`src/rtl/phy_link_monitor.sv`:
```
// rtl/phy_link_monitor.sv - MDIO PHY link monitor: BMCR init write, then periodic double BMSR poll.
module phy_link_monitor #(
  parameter logic [4:0]  PHY_ADDR    = 5'd0,
  parameter logic [15:0] INIT_BMCR   = 16'h1140,
  parameter int unsigned POLL_CYCLES = 125000
) (
  input  logic        clk,
  input  logic        rst_n,
  input  logic        enable,
  output logic [4:0]  mdio_phy_addr,
  output logic [4:0]  mdio_reg_addr,
  output logic [15:0] mdio_wdata,
  output logic [1:0]  mdio_op,
  output logic        mdio_start,
  input  logic [15:0] mdio_rdata,
  input  logic        mdio_ready,
  input  logic        mdio_error,
  output logic        link_up,
  output logic        an_done,
  output logic        link_change,
  output logic        init_done,
  output logic [7:0]  err_count
);

  localparam logic [1:0]  OP_WR    = 2'b01;
  localparam logic [1:0]  OP_RD    = 2'b10;
  localparam logic [4:0]  REG_BMCR = 5'd0;
  localparam logic [4:0]  REG_BMSR = 5'd1;
  localparam logic [23:0] GAP_LAST = 24'(POLL_CYCLES - 1);

  typedef enum logic [2:0] {
    IDLE, INIT_REQ, INIT_WAIT, GAP, RD1_REQ, RD1_WAIT, RD2_REQ, RD2_WAIT
  } state_t;

  state_t      state_q, state_d;
  logic [23:0] gap_cnt_q, gap_cnt_d;
  logic        arm_q;
  logic        first_q;
  logic        start_q, start_d;
  logic [1:0]  op_q, op_d;
  logic [4:0]  reg_q, reg_d;
  logic [4:0]  phy_q, phy_d;
  logic [15:0] wdata_q, wdata_d;
  logic        link_up_q, link_up_d;
  logic        an_done_q, an_done_d;
  logic        link_change_q, link_change_d;
  logic        init_done_q, init_done_d;
  logic [7:0]  err_count_q, err_count_d;
  logic        complete;
  logic        rdata_unused;

  assign rdata_unused = ^{mdio_rdata[15:6], mdio_rdata[4:3], mdio_rdata[1:0]};

  // The first WAIT cycle still shows the controller's pre-start ready level.
  assign complete = mdio_ready && !first_q;

  always_comb begin
    state_d       = state_q;
    gap_cnt_d     = gap_cnt_q;
    op_d          = op_q;
    reg_d         = reg_q;
    phy_d         = phy_q;
    wdata_d       = wdata_q;
    link_up_d     = link_up_q;
    an_done_d     = an_done_q;
    init_done_d   = init_done_q;
    err_count_d   = err_count_q;

    case (state_q)
      IDLE: begin
        if (arm_q && enable && mdio_ready)
          state_d = init_done_q ? RD1_REQ : INIT_REQ;
      end
      INIT_REQ: state_d = INIT_WAIT;
      RD1_REQ:  state_d = RD1_WAIT;
      RD2_REQ:  state_d = RD2_WAIT;
      INIT_WAIT: begin
        if (complete) begin
          if (mdio_error) begin
            state_d = enable ? GAP : IDLE;
          end else begin
            init_done_d = 1'b1;
            state_d     = enable ? RD1_REQ : IDLE;
          end
        end
      end
      RD1_WAIT: begin
        if (complete)
          state_d = enable ? RD2_REQ : IDLE;
      end
      RD2_WAIT: begin
        if (complete) begin
          if (!mdio_error) begin
            link_up_d = mdio_rdata[2];
            an_done_d = mdio_rdata[5];
          end
          state_d = enable ? GAP : IDLE;
        end
      end
      GAP: begin
        if (!enable) begin
          state_d = IDLE;
        end else if (gap_cnt_q == GAP_LAST) begin
          if (mdio_ready)
            state_d = init_done_q ? RD1_REQ : INIT_REQ;
        end else begin
          gap_cnt_d = gap_cnt_q + 24'd1;
        end
      end
      default: state_d = IDLE;
    endcase

    if (complete && mdio_error && err_count_q != 8'hFF &&
        (state_q == INIT_WAIT || state_q == RD1_WAIT || state_q == RD2_WAIT))
      err_count_d = err_count_q + 8'd1;

    if (state_d == GAP && state_q != GAP)
      gap_cnt_d = 24'd0;

    if (state_d == IDLE && state_q != IDLE) begin
      link_up_d = 1'b0;
      an_done_d = 1'b0;
    end

    // Transaction fields load only when a request is issued, holding through WAIT.
    start_d = (state_d == INIT_REQ) || (state_d == RD1_REQ) || (state_d == RD2_REQ);
    if (state_d == INIT_REQ) begin
      op_d    = OP_WR;
      reg_d   = REG_BMCR;
      phy_d   = PHY_ADDR;
      wdata_d = INIT_BMCR;
    end else if (state_d == RD1_REQ || state_d == RD2_REQ) begin
      op_d    = OP_RD;
      reg_d   = REG_BMSR;
      phy_d   = PHY_ADDR;
      wdata_d = 16'h0000;
    end

    link_change_d = link_up_d ^ link_up_q;
  end

  always_ff @(posedge clk or negedge rst_n) begin
    if (!rst_n) begin
      state_q       <= IDLE;
      gap_cnt_q     <= 24'd0;
      arm_q         <= 1'b0;
      first_q       <= 1'b0;
      start_q       <= 1'b0;
      op_q          <= 2'b00;
      reg_q         <= 5'd0;
      phy_q         <= 5'd0;
      wdata_q       <= 16'h0000;
      link_up_q     <= 1'b0;
      an_done_q     <= 1'b0;
      link_change_q <= 1'b0;
      init_done_q   <= 1'b0;
      err_count_q   <= 8'd0;
    end else begin
      state_q       <= state_d;
      gap_cnt_q     <= gap_cnt_d;
      arm_q         <= 1'b1;
      first_q       <= start_q;
      start_q       <= start_d;
      op_q          <= op_d;
      reg_q         <= reg_d;
      phy_q         <= phy_d;
      wdata_q       <= wdata_d;
      link_up_q     <= link_up_d;
      an_done_q     <= an_done_d;
      link_change_q <= link_change_d;
      init_done_q   <= init_done_d;
      err_count_q   <= err_count_d;
    end
  end

  assign mdio_start    = start_q;
  assign mdio_op       = op_q;
  assign mdio_reg_addr = reg_q;
  assign mdio_phy_addr = phy_q;
  assign mdio_wdata    = wdata_q;
  assign link_up       = link_up_q;
  assign an_done       = an_done_q;
  assign link_change   = link_change_q;
  assign init_done     = init_done_q;
  assign err_count     = err_count_q;

endmodule

```
`config.mk`:
```
export PLATFORM = sky130hd
export DESIGN_NAME = phy_link_monitor
export DESIGN_NICKNAME = d
export VERILOG_FILES = /design/src/rtl/phy_link_monitor.sv
export SDC_FILE = /design/constraint.sdc
export NUM_CORES = 1
export LEC_CHECK = 0
export CAP_MARGIN = 15
export CORE_MARGIN = 2
export CORE_UTILIZATION = 40
export CTS_CLUSTER_DIAMETER = 100
export DETAILED_ROUTE_END_ITERATION = 8
export PLACE_DENSITY_LB_ADDON = 0.15
export SLEW_MARGIN = 5
export SYNTH_ARGS = -nofsm -noshare
export SYNTH_HDL_FRONTEND = slang
export SYNTH_SLANG_ARGS = --single-unit
export TNS_END_PERCENT = 100
```
`constraint.sdc`:
```
create_clock -name clk -period 2.7 [get_ports clk]
set_clock_uncertainty 0.15 [all_clocks]
set_input_delay 0.54 -clock clk [delete_from_list [all_inputs] [get_ports clk]]
set_output_delay 0.54 -clock clk [all_outputs]
set_load 0.03 [all_outputs]
```
**Word-level counts from Yosys, hierarchy flattened**

Index checks and enable logic that the tools add are counted.

- Add/subtract/negate cells: 2
- Divide/modulo/power cells: 0
- Multipliers: 0
- Eq/ne operators: 16
- Magnitude comparators: 0
- Shifts and indexed selects: 0
- Multiplexer cells: 33
- Bitwise gates (word level): 2
- Reductions and logical operators: 25

Operators with widths:

| operator | number |
|---|---|
| 24-bit two-way mux | 4 |
| 3-bit two-way mux | 11 |
| 16-bit two-way mux | 2 |
| 24-bit by 1-bit adder with 24-bit output (second input constant) | 1 |
| 24-bit by 17-bit == test with 1-bit output (second input constant) | 1 |
| 3-bit case mux with 8 select lines | 1 |
| 5-bit two-way mux | 4 |
| 3-bit == test (second input constant) | 6 |
| 2-bit nonzero test | 5 |
| 3-bit by 2-bit == test with 1-bit output (second input constant) | 3 |
| 3-bit AND reduction | 3 |
| 8-bit by 1-bit adder with 8-bit output (second input constant) | 1 |
| 1-bit logical AND | 8 |
| 1-bit two-way mux | 8 |
| 8-bit inequality test (second input constant) | 1 |
| 3-bit by 1-bit == test with 1-bit output (second input constant) | 2 |
| 3-bit zero test | 2 |
| 2-bit two-way mux | 3 |
| 1-bit logical OR | 5 |
| 2-bit by 1-bit inequality test with 1-bit output (second input constant) | 2 |
| 3-bit by 2-bit inequality test with 1-bit output (second input constant) | 1 |
| 3-bit nonzero test | 1 |
| 1-bit zero test | 1 |
| 1-bit NOT | 1 |
| 1-bit bitwise XOR | 1 |

- Memories kept: 0
- Memory bits (read-only): 0
- Output and inout port bits: 41
- Bits of input ports: 21
- Bits in writable memories: 0
- Latch bits: 0
- Word-level logic and storage cells: 92
- Bits in registers: 70

**Depth between registers and ports, before layout**

Gate-level depths: netlist of the first run.

- Depth after elaboration: 9
- Gate-level depth with buffers: 8
- Mapped depth without buffers: 7

**Worst setup path before layout of the first run**

Ideal clock, no wire load.

- Path type: input port to flip-flop
- Start point: in mdio_error
- End point: reg link_change_q, in the netlist link_change
- Library setup time: 66 ps
- Data arrival time: 1859 ps
- Stages on the path: 6
- Required time: 2484 ps
- Slack: 625 ps
- Path buffers: 0
- Cells stage by stage: or3b_1 -> a21boi_2 -> a31oi_1 -> and3_4 -> or4b_1 -> nand2_1

- Longest elaborated chain between the ends: 7
- Elaborated cells between the ends (all ways): 10
- Classes of those cells: 7 x mux; 1 x bitwise; 2 x reduce/logical

RTL lines:

| what | RTL line | RTL |
|---|---|---|
| start: declaration | 17 | `input logic mdio_error,` |
| 3-bit two-way mux | 79 | `if (mdio_error) begin` |
| 3-bit two-way mux | 78 | `if (complete) begin` |
| 3-bit case mux with 8 select lines | 69 | `case (state_q)` |
| 3-bit zero test | 120 | `if (state_d == IDLE && state_q != IDLE) begin` |
| 1-bit logical AND | 120 |  |
| 1-bit two-way mux * | 120 |  |
| 1-bit bitwise XOR * | 139 | `link_change_d = link_up_d ^ link_up_q;` |
| net link_change_d | 46 | `logic link_change_q, link_change_d;` |
| end signal: assignment | 170 | `link_change_q <= link_change_d;` |
| end: declaration | 46 |  |

Mark *: on every way through the listed nets, which the timed path passes. The rest lies on a longest branch.
A chain may end at the register's enable or synchronous reset.

**Worst setup path after layout of the first run**

Same ends and word-level chain as after synthesis.

==> results of run 1 <==
[cell families (layout without fill, tap and decap cells)]
| family | after synthesis | in the layout | synth area share |
|---|---|---|---|
| muxes | 4 | 4 | 0.0166 |
| and+or+nand+nor | 112 | 112 | 0.244 |
| AOI/OAI and AO/OA | 24 | 24 | 0.0744 |
| buffers and inverters | 38 | 53 | 0.104 |
| other | 2 | 23 | 0.00302 |
| xor gates and xnor gates | 30 | 30 | 0.106 |
| adders and majority gates | 2 | 2 | 0.0101 |
| DFF | 44 | 44 | 0.442 |
[worst paths after layout]
| kind | slack, ps | end | cells past startpoint | from |
|---|---|---|---|---|
| worst max-delay path | 350 | link_change$_DFF_PN0_ | 7 | mdio_error |
| worst min-delay path | 100 | link_change$_DFF_PN0_ | 1 | rst_n |
| worst max register to register | 420 | link_change$_DFF_PN0_ | 6 | state_q[1]$_DFF_PN0_ |
| worst min register to register | 230 | first_q$_DFF_PN0_ | 0 | mdio_start$_DFF_PN0_ |
| max in group asynchronous | 1720 | err_count[1]$_DFFE_PN0P_ | 2 | rst_n |
| min in group clk | 230 | first_q$_DFF_PN0_ | 0 | mdio_start$_DFF_PN0_ |
[final cells by class]
| cell class | count | area (µm²) | share of cell area |
|---|---|---|---|
| Multi-Input combinational cell | 195 | 1210 | 0.423 |
| Sequential cell | 44 | 1100 | 0.385 |
| Timing Repair Buffer | 39 | 350 | 0.123 |
| Tap cell | 75 | 93.8 | 0.0329 |
| Clock buffer | 6 | 72.6 | 0.0254 |
| Inverter | 7 | 26.3 | 0.00920 |
| Clock inverter | 1 | 5.00 | 0.00175 |
[metal layers]
metal	wire length, µm	global-route usage
met4	75	0.0581
met2	2090	0.221
met3	193	0.0268
met1	2390	0.200
met5	0	0
[flip-flops by register name, summed over array words and instances, names as in the netlist]
| register | cells |
|---|---|
| err_count | 8 |
| link_change | 1 |
| mdio_op | 2 |
| init_done | 1 |
| state_q | 3 |
| first_q | 1 |
| arm_q | 1 |
| an_done | 1 |
| link_up | 1 |
| gap_cnt_q | 24 |
| mdio_start | 1 |
[synth_stat cells (2+ instances only)]
cell / n / area, µm²
nor2_1: 38 / 143
xor2_1: 10 / 87.6
nand4_1: 9 / 56.3
xnor2_1: 20 / 175
mux2i_1: 3 / 30.0
buf_4: 26 / 195
nand2b_1: 2 / 12.5
nor3_1: 5 / 25.0
conb_1: 2 / 7.51
dfrtp_1: 44 / 1100
buf_2: 3 / 15.0
o21a_1: 2 / 15.0
nor3_2: 2 / 20.0
nor2b_1: 5 / 31.3
a21oi_1: 2 / 10.0
o21ai_0: 7 / 35.0
buf_6: 2 / 22.5
nand2_1: 21 / 78.8
nand4b_1: 2 / 17.5
and3_1: 7 / 43.8
inv_1: 7 / 26.3
nand3_1: 6 / 30.0
nor4_1: 2 / 12.5
a22oi_1: 2 / 15.0
ha_1: 2 / 25.0
[report_power, final]
| group | leakage (nW) | internal, W | switching [W] |
|---|---|---|---|
| Clock | 0.0410 | 0.000176 | 0.000218 |
| Combinational | 0.665 | 0.000419 | 0.000602 |
| Sequential | 0.587 | 0.000767 | 0.000162 |
| Total | 1.29 | 0.00136 | 0.000982 |
[per-stage QoR]
step                hold slack, ps  power (W)
global route                   149    0.00250
detailed placement             220    0.00196
global placement               210    0.00196
floorplan                     94.4    0.00170
CTS                            125    0.00236
finish                         103    0.00235
==> results by group, run 1 <==
Yosys
  – Count of cell types in the netlist: 50
  – Main synth FF type: dfrtp_1
  – Yosys warning count: 0
  – Register bit total from synthesis: 44
  – Mapped Avg Cell Area: 9.72 µm²
  – Sequential element share of the synthesized area: 0.442
  – Synthesized area: approximately 0.0025 mm²
  – FFs w/ async S/R, synth: 1.00
  – Post-synth EDFFs: 0
  – Synth Instances: between 200 and 300

Worst setup path
  – WS Path Type: in2reg
  – Critical path's slowest cell: or4b_1
  – Crit-path max FO: 4
  – Worst EP required: between 2000 and 3000 ps
  – Critical path buffers and inverters: 1
  – Worst setup EP type: flip-flop
  – Top delay family on crit path: simple AND/OR/NAND/NOR gates
  – Startpoint types: input port
  – CP peak stage delay: 490 ps
  – CP cell instances: clkdlybuf4s50_1, or3b_1, a21boi_2, a31oi_1, and3_4, or4b_1, nand2_1
  – Crit path DAT: roughly 2400 ps

Floorplanning
  – Die Wd: approximately 83 µm
  – Io pins: between 60 and 70
  – Die area: 0.00687 mm²
  – Cell row count: 28
  – Die height: between 80 and 90 µm
  – Initial Util: 0.418
  – Core area: a little under 0.006 mm²

Route
  – Pre-Repair DR Iteration Count: 4
  – Post-DRT Antenna Nets: 0
  – WL final: roughly 4700 µm
  – Drt drc: 0
  – DR vias/cell: around 4.9
  – Routed WL per cell: around 13 µm
  – Drt first-iter violations: a little under 80
  – Detailed-route via count: roughly 1800

STA
  – Tcrit/Tclk final: 0.871
  – Slew Viols, Final: 0
  – RSZ-0062 raised after global routing: false
  – Setup TNS: 0 ps
  – Setup WS post-layout: 347 ps
  – Worst-Margin Slew: ~600 ps
  – Max Fclk: about 0.42 GHz
  – Final hold viol count: 0
  – Setup-failing EPs final: 0
  – Relative slew slack: 0.588
  – Tmin final: approximately 2400 ps

Layout
  – Fraction of layout cells with a size suffix above 1: 0.113
  – Commonest non-fill, non-tap cell in the layout: dfrtp_1
  – Layout Cells excl Fill: ~370
  – Diode count: 0
  – Most frequent cells in the layout: dfrtp_1 (44), nor2_1 (38), clkdlybuf4s50_1 (24)
  – Area Growth Syn to Fin: 14.8%
  – Design area: around 0.0029 mm²
  – Final Core Density: 0.480
  – Final #Nets: around 320
  – Fillcell total: around 570

Placement
  – Post-Place Cells: 360
  – DP Worst Slack: 46.6 ps
  – Port bufs: 25
  – Post-DP HPWL: about 3400 µm
  – RD Place Congestion: ~0.9
  – Placed cell area: about 0.0028 mm²

CTS
  – CTS Sinks: 44
  – CTS resizes: 0
  – CTS hold repair buffers: 0
  – TritonCTS clock tree: built
  – Clock root cell: clkbuf_8
  – Clock latency on the worst-skew pair: ~290 ps
  – CTS clk-pin slew, worst paths: 80 ps
  – Postcts setup bufs: 0
  – H-tree depth: 2
  – Cts bufs inserted: 5
  – Clk buf depth: 2

Power and ir drop
  – Cell Pwr Density: just over 800 mW/mm²
  – Pleak: about 1.3 nW
  – Peak supply drop: between 0.6 and 0.7 mV

Global routing
  – Gr ovfl total: 0
  – Vias in the first global route: about 1700
  – GRT Util Overall: 0.144
  – First-pass GRT wire length: roughly 8000 µm
  – Largest net degree at the start of global routing: 28
  – Initial antenna violation count: 0

Flow run
  – Max_cap viols: 0

Min path
  – Hold Crit Class: in2async

Status
  – Run status: complete, no violations
Power figures use the tool's default switching activity.
==> run 2: changes to the inputs <==
Settings changed: CAP_MARGIN 15 to not set.
==> results of run 2 <==
Same layout as run 1: the final DEF is identical, and so are final timing and power.
==> run 3: changes to the inputs <==
Settings changed: CORE_UTILIZATION 40 to 49, SKIP_CTS_REPAIR_TIMING set to 1.
==> run 3 against run 2 <==
  * Final area increased by 0.57%
  * Combinational power about the same
  * Clock power is 9.4% higher
  * Critical endpoint unchanged
==> results by group, run 3 (synthesized netlist as in run 1, its figures left out) <==
Layout
  – Design area: ~0.0029 mm²
  – Register area: 0.00110 mm²
  – Commonest non-fill, non-tap cell in the layout: dfrtp_1
  – Top reg by flops: gap_cnt_q
  – Final Core Density: 0.596
  – Area Growth Syn to Fin: 15.4%
  – Fillcell total: between 400 and 500
  – Final #Nets: 316
  – Diode count: 0
  – Area occupied by multi-input gates: approximately 0.0012 mm²
  – Most frequent cells in the layout: dfrtp_1 (44), nor2_1 (38), clkdlybuf4s50_1 (24)
  – Max reg flops: 24
  – Fraction of layout cells with a size suffix above 1: 0.116

Flow run
  – Max_cap viols: 0

Worst setup path
  – Worst EP required: about 2800 ps
  – Cells on worst reg2reg path: 6
  – Crit-path max FO: 4
  – Critical path depth: 7
  – WS Path Type: in2reg
  – Critical path buffers and inverters: 1
  – Startpoint types: input port
  – R2R Path Start: gap_cnt_q[18]$_DFFE_PN0P_
  – CP cell instances: clkdlybuf4s50_1, or3b_1, a21boi_2, a31oi_1, and3_4, or4b_1, nand2_1
  – Reg-to-reg endpoint: mdio_op[0]$_DFFE_PN0P_
  – Critical path's slowest cell: or4b_1
  – Worst setup EP type: flip-flop
  – Top delay family on crit path: simple AND/OR/NAND/NOR gates
  – Crit. Startpoint: mdio_error
  – CP peak stage delay: roughly 510 ps
  – Reg-to-reg slack, setup: 420 ps
  – Crit path DAT: between 2000 and 2500 ps

Route
  – WL final: 4650 µm
  – Drt first-iter violations: 147
  – Detailed-route via count: roughly 1800
  – Drt drc: 0
  – Routed WL per cell: around 13 µm
  – Pre-Repair DR Iteration Count: 4
  – DR vias/cell: 5.05
  – Post-DRT Antenna Nets: 0

Placement
  – Post-DP HPWL: around 3400 µm
  – Placed cell area: around 0.0028 mm²
  – Port bufs: 25
  – RD Place Congestion: between 0.8 and 0.9

Status
  – Run status: complete, no violations

STA
  – Slew Viols, Final: 0
  – Final hold viol count: 0
  – Max Fclk: 0.425 GHz
  – Setup TNS: 0 ps
  – Tmin final: ~2400 ps
  – RSZ-0062 raised after global routing: false
  – Setup-failing EPs final: 0
  – Tcrit/Tclk final: 0.871

Floorplanning
  – Die height: roughly 75 µm
  – Initial Util: 0.517
  – Die Wd: around 75 µm
  – Io pins: 62
  – Die area: between 0.005 and 0.006 mm²
  – Core area: 0.00482 mm²
  – Cell row count: 25

Power and ir drop
  – Cell Pwr Density: just over 800 mW/mm²
  – Peak supply drop: around 0.64 mV
  – Pleak: 1.30 nW

CTS
  – Clk buf depth: 2
  – Clock root cell: clkbuf_8
  – CTS clk-pin slew, worst paths: around 90 ps
  – Cts bufs inserted: 5
  – TritonCTS clock tree: built
  – Clock latency on the worst-skew pair: between 200 and 300 ps
  – CTS Sinks: between 40 and 50
  – H-tree depth: 2

Min path
  – Worst hold endpoint: first_q$_DFF_PN0_
  – Hold path cells: 0
  – Hold_sp: mdio_start$_DFF_PN0_
  – Hold Crit Class: reg2reg

Global routing
  – Largest net degree at the start of global routing: 25
  – First-pass GRT wire length: between 7000 and 8000 µm
  – Vias in the first global route: between 1500 and 2000
  – Initial antenna violation count: 0
  – Gr ovfl total: 0
  – GRT Util Overall: 0.184
==> run 3: cell count changes in the layout (fill, tap and decap cells not counted) <==
cell / before / now
clkbuf_8: 5 / 6
clkinv_2: 1 / 0
clkinvlp_4: 0 / 1
dlygate4sd3_1: 0 / 1
==> run 3: per-layer routing <==
layer	share of wire	vias up	wire length [µm]	GRT usage
met5	0	-	0	0
met2	0.46	52	2150	0.274
met1	0.48	873	2240	0.272
met3	0.053	2	246	0.0442
li1	-	895	-	-
met4	0.0047	0	22	0.0409
==> run 3: how the worst max path moves through the flow <==
stage	to	slack, ps
2_1_floorplan	link_change$_DFF_PN0_	630
3_3_place_gp	link_change$_DFF_PN0_	70
3_5_place_dp	link_change$_DFF_PN0_	50
4_1_cts	link_change$_DFF_PN0_	360
5_1_grt	mdio_start$_DFF_PN0_	240
6_report	link_change$_DFF_PN0_	350
==> run 3: final cells by class <==
cell class,instances,area share
inverters,7,0.00915
repair buffers,40,0.125
clock buffers,7,0.0301
flip-flops and latches,44,0.383
multi-input cells,195,0.420
clock inverters,1,0.00261
well taps,67,0.0292
==> run 3: power breakdown <==
part	total, W	switching, W	leakage (nW)	internal [W]
sequential	0.000928	0.000160	0.587	0.000767
combinational	0.00102	0.000598	0.669	0.000420
clock	0.000431	0.000223	0.0445	0.000208
==> run 3: metrics by stage <==
stage	setup WS (ps)	cells	total power, W	hold slack (ps)
after floorplan	625	277	0.00170	94.4
after global placement	69.1	352	0.00195	211
after detailed placement	53.8	352	0.00196	214
after CTS	362	360	0.00240	-15.8
after global routing	244	361	0.00254	243
final	347	361	0.00238	222
==> run 3: worst reg2reg max path: cells and delay by family, from the launching register on <==
family | cells | cell delay [ps]
and+or+nand+nor | 4 | 1280
AOI/OAI and AO/OA | 2 | 340
DFF | 1 | 410
